<file path="src/rtl/alu.sv">
// Two's-complement ALU with one-cycle registered latency.
// Opcodes: add, subtract, bitwise AND, bitwise OR. Also produces signed-overflow and zero flags.
module alu #(
  parameter int WIDTH = 4
) (
  input  logic             clk,
  input  logic             rst_n,
  input  logic [WIDTH-1:0] A,
  input  logic [WIDTH-1:0] B,
  input  logic [1:0]       op,
  input  logic             in_valid,
  output logic             overflow,
  output logic             zero,
  output logic [WIDTH-1:0] result,
  output logic             out_valid
);

  localparam logic [1:0] OP_ADD = 2'b00;
  localparam logic [1:0] OP_SUB = 2'b01;
  localparam logic [1:0] OP_AND = 2'b10;
  localparam logic [1:0] OP_OR  = 2'b11;

  logic [WIDTH-1:0] b_eff;
  logic [WIDTH-1:0] sum;
  logic [WIDTH-1:0] and_bits;
  logic [WIDTH-1:0] or_bits;
  logic             is_sub;
  logic             arith_ovf;

  logic [WIDTH-1:0] result_reg, result_next;
  logic             overflow_reg, overflow_next;
  logic             zero_reg, zero_next;
  logic             out_valid_reg;

  // Subtraction reuses the adder: A + ~B + 1.
  assign is_sub = (op == OP_SUB);
  assign b_eff  = is_sub ? ~B : B;
  assign sum    = A + b_eff + WIDTH'(is_sub);

  // Add and subtract both overflow when the adder inputs share a sign and the sum flips it.
  assign arith_ovf = (A[WIDTH-1] == b_eff[WIDTH-1]) && (sum[WIDTH-1] != A[WIDTH-1]);

  genvar gi;
  generate
    for (gi = 0; gi < WIDTH; gi++) begin : g_logic
      assign and_bits[gi] = A[gi] & B[gi];
      assign or_bits[gi]  = A[gi] | B[gi];
    end
  endgenerate

  always_comb begin
    result_next   = sum;
    overflow_next = 1'b0;
    case (op)
      OP_ADD, OP_SUB: begin
        result_next   = sum;
        overflow_next = arith_ovf;
      end
      OP_AND: result_next = and_bits;
      OP_OR:  result_next = or_bits;
      default: begin
        result_next   = sum;
        overflow_next = 1'b0;
      end
    endcase
    zero_next = (result_next == '0);
  end

  always_ff @(posedge clk) begin
    if (!rst_n) begin
      result_reg    <= '0;
      overflow_reg  <= 1'b0;
      zero_reg      <= 1'b1;
      out_valid_reg <= 1'b0;
    end else begin
      out_valid_reg <= in_valid;
      if (in_valid) begin
        result_reg   <= result_next;
        overflow_reg <= overflow_next;
        zero_reg     <= zero_next;
      end
    end
  end

  assign result    = result_reg;
  assign overflow  = overflow_reg;
  assign zero      = zero_reg;
  assign out_valid = out_valid_reg;

endmodule

</file>
<file path="config.mk">
export PLATFORM = sky130hd
export DESIGN_NAME = alu
export DESIGN_NICKNAME = d
export VERILOG_FILES = /design/src/rtl/alu.sv
export SDC_FILE = /design/constraint.sdc
export NUM_CORES = 1
export LEC_CHECK = 0
export ABC_AREA = 1
export CAP_MARGIN = 40
export CORE_AREA = 2 2 39 41
export CTS_BUF_LIST = sky130_fd_sc_hd__clkbuf_16
export DETAILED_ROUTE_END_ITERATION = 6
export DIE_AREA = 0 0 41 43
export PLACE_DENSITY = 0.8
export SLEW_MARGIN = 5
export SYNTH_ARGS = -nofsm -noshare
export SYNTH_HDL_FRONTEND = slang
export SYNTH_SLANG_ARGS = --single-unit
</file>
<file path="constraint.sdc">
create_clock -name clk -period 5.42 [get_ports clk]
set_clock_uncertainty 0.05 [all_clocks]
set_input_delay 1.084 -clock clk [delete_from_list [all_inputs] [get_ports clk]]
set_output_delay 1.084 -clock clk [all_outputs]
set_load 0.05 [all_outputs]
</file>
==> impl_table.tex <==
\begin{tabular}{lr}
\hline
Metric & Value \\
\hline
\multicolumn{2}{l}{\textbf{Die}} \\
Initial Util & a little over two fifths \\
Die X-Extent & 41 µm \\
DIE HEIGHT & 43 µm \\
Placement row count & 14 \\
Number of top-level pins & 20 \\
Core area & about 1400 µm² \\
Die Area & 1760 µm² \\
\multicolumn{2}{l}{\textbf{Clocking}} \\
Clock Tree Root & clkbuf\_16 \\
Number of gates given a new drive strength after cts & 0 \\
Hold bufs inserted after CTS & 0 \\
\# clock sinks & 7 \\
Total setup buffers inserted after CTS & 0 \\
Number of CTS-inserted buffers & 3 \\
Number of H-tree levels & 1 \\
Clock tree from TritonCTS & built \\
Source-to-sink clock delay at the later pin of the worst-skew pair & approximately 230 ps \\
CTS Buffer Depth & 2 \\
Register clock-pin slew on the reported worst setup and hold paths & 30 ps \\
\multicolumn{2}{l}{\textbf{Pwr}} \\
Sequential fraction of design power & 23.0\% \\
Share of power burned in combinational logic & 28.6\% \\
Power consumption & between 0.2 and 0.3 mW \\
Clock power frac & 48.4\% \\
Internal power & 0.181 mW \\
Power density normalized to cell area & 286 nW/µm² \\
Switching power summed over all nets & 0.0704 mW \\
Switching power share of the total & between 20 and 30\% \\
Max VDD drop & 0.0000889 V \\
Static leakage power & 0.427 nW \\
\multicolumn{2}{l}{\textbf{Route}} \\
Number of antenna-violating nets in the routed design & 0 \\
Total DRC errors in the routed layout & 0 \\
Number of design-rule violations left by the first detailed-router iteration & 5 \\
Length of the first detailed-routing pass in iterations & 2 \\
Final WL & 1220 µm \\
Number of vias after detailed routing & 606 \\
Wire per inst & 9.49 µm \\
Avg Vias per Cell & about 4.7 \\
\multicolumn{2}{l}{\textbf{Yosys}} \\
Leading post-synthesis cells by cell area & dfxtp\_1, nand2\_1, ha\_1 \\
Synthesis Warnings & 0 \\
Number of library cell types mapped by synthesis & 23 \\
Most instantiated cells after synthesis & nand2\_1, inv\_1, nor2\_1 \\
Count leader, synth & nand2\_1 \\
Number of enable-type register cells in the synthesized netlist & 0 \\
Average cell area after synthesis & 6.67 µm² \\
Area fraction of the dominant cell type after synthesis & 23.1\% \\
Post-Synthesis Cell Area & 607 µm² \\
Sequential element share of the synthesized area & 23.1\% \\
Seq cells post-synth & 7 \\
Cell taking the most area after synthesis & dfxtp\_1 \\
Fraction of registers with async set or reset after synthesis & 0\% \\
Synth Instances & 91 \\
Number of nets produced by synthesis & 109 \\
Most used flip-flop cell after synthesis & dfxtp\_1 \\
\multicolumn{2}{l}{\textbf{Timing}} \\
Minimum clock period & 3050 ps \\
Final setup vio count & 0 \\
RSZ-0062 raised after global routing & false \\
Timing-limited maximum frequency & 328 MHz \\
Final TNS setup & 0 ps \\
Final clock period utilization by the worst path & 56.3\% \\
Fin. Hold Viols & 0 \\
Worst slew margin relative to its limit & $\sim$67\% \\
Total count of max-transition violations in the final report & 0 \\
Worst Hold Slack & between 400 and 500 ps \\
Measured slew at the worst slew-check pin & $\sim$500 ps \\
\multicolumn{2}{l}{\textbf{Setup path}} \\
Top cell by count, worst path & nand2\_1 \\
Critical Setup Path Class & in2reg \\
Startpoint type of the worst setup path & input pin \\
Cell chain of the critical path & clkdlybuf4s50\_1 -> inv\_6 -> nand2\_2 -> xnor2\_1 -> fa\_1 -> o211ai\_1 -> nand2\_1 -> nor2\_1 -> nand3\_1 -> nand2\_1 \\
Largest fanout on the critical path & 8 \\
Cell with the biggest individual delay on the critical path & clkdlybuf4s50\_1 \\
Crit path capture type & flop \\
Data arrival time of the critical path & 3180 ps \\
Endpoint required time on the critical path & about 5500 ps \\
Slowest Stage Delay on Critical Path & a little over 600 ps \\
\multicolumn{2}{l}{\textbf{GRT}} \\
GRT Overall Usage & 16.9\% \\
Gr ovfl total & 0 \\
Vias in the first global route & between 500 and 600 \\
Maximum number of pins on one net before global-route repair & 12 \\
Initial antenna violation count & 0 \\
Global-route wire length before repair & 2010 µm \\
\multicolumn{2}{l}{\textbf{Cells and area}} \\
Area of all placed cells without fillers & 880 µm² \\
Nets & between 100 and 150 \\
Area delta synth->final & 44.9\% \\
Layout cell share with drive strength beyond 1 & 14.3\% \\
Fraction of the core area covered by cells at the end of the flow & 63.6\% \\
Diodes inserted & 0 \\
Number of flip-flops in the largest register & 4 \\
\multicolumn{2}{l}{\textbf{Placed design}} \\
Cell area after placement & 801 µm² \\
Placed wire-length estimate & 1030 µm \\
Number of input and output port buffers inserted & 19 \\
Routability cong. & 0.774 \\
\multicolumn{2}{l}{\textbf{Hold path}} \\
Hold/Removal Path Class & reg2reg \\
\multicolumn{2}{l}{\textbf{Run status}} \\
Run status & completed \\
\multicolumn{2}{l}{\textbf{Run}} \\
Max-Cap Viols & 0 \\
\hline
\end{tabular}
layout make-up:
type	count	area (µm²)
fill	120	504
timing repair buffer	19	190
clock inverter	1	3.75
tap	16	20.0
inverter	14	57.6
clock buffer	3	75.1
sequential	7	140
multi-input combinational	68	393
path summary, 6_finish.rpt:
path,start,end,slack (ps),depth (start not counted)
hold / removal,zero,zero,440,2
setup reg to reg,result[2],result[2],4710,4
setup / recovery,op[1],zero,2370,10
hold reg to reg,zero,zero,440,2
metrics by stage:
| step | setup WS [ps] | cells |
|---|---|---|
| 6_report | 2370 | 128 |
| 2_1_floorplan | 2880 | 91 |
| 4_1_cts | 2350 | 128 |
| 3_3_place_gp | 2150 | 124 |
| 5_1_grt | 2160 | 128 |
| 3_5_place_dp | 2120 | 124 |
cells in the final DEF, fill, tap and decap left out:
cell / count
nand2_2: 3
inv_1: 13
nor2_4: 1
xnor2_1: 2
inv_6: 1
fa_1: 1
nor3b_2: 1
nand3_1: 5
dfxtp_1: 7
clkbuf_16: 3
nand3_2: 2
o211ai_1: 1
nand2_1: 21
o22ai_1: 1
and2_2: 1
ha_1: 4
a21oi_1: 6
clkdlybuf4s50_1: 19
o21ai_0: 5
nor2_1: 11
inv_2: 1
nor2_2: 2
a21oi_2: 1
worst max-delay path: cells and delay by family:
family                     cells  cell delay [ps]
buffers and inverters          2              770
and+or+nand+nor                5              370
adders and majority gates      1              460
AOI/OAI and AO/OA              1              210
xor gates and xnor gates       1              270
per-layer routing:
| metal | track usage (%) | vias up | share of wire [%] |
|---|---|---|---|
| met4 | 10.0 | 0 | 2.1 |
| met2 | 26.3 | 19 | 49 |
| met5 | 0 | - | 0 |
| met1 | 20.3 | 255 | 43 |
| li1 | - | 329 | - |
| met3 | 3.14 | 3 | 6.3 |
power groups by stage:
stage | clock [mW] | sequential (mW) | combinational (mW)
global placement | 0 | 0.0584 | 0.0712
global route | 0.127 | 0.0582 | 0.0794
finish | 0.122 | 0.0579 | 0.0719
floorplan | 0 | 0.0728 | 0.0342
CTS | 0.124 | 0.0579 | 0.0723
detailed placement | 0 | 0.0587 | 0.0720
logic make-up (layout without fill, tap and decap cells):
logic type	Yosys count	in the layout	share of synthesized area (%)
compound gates	14	14	12.8
xor+xnor	2	2	2.89
fa+ha+maj	5	5	11.5
buf+inv	16	37	12.2
flops	7	7	23.1
simple gates	47	47	37.5
(Power assumes the default switching activity.)
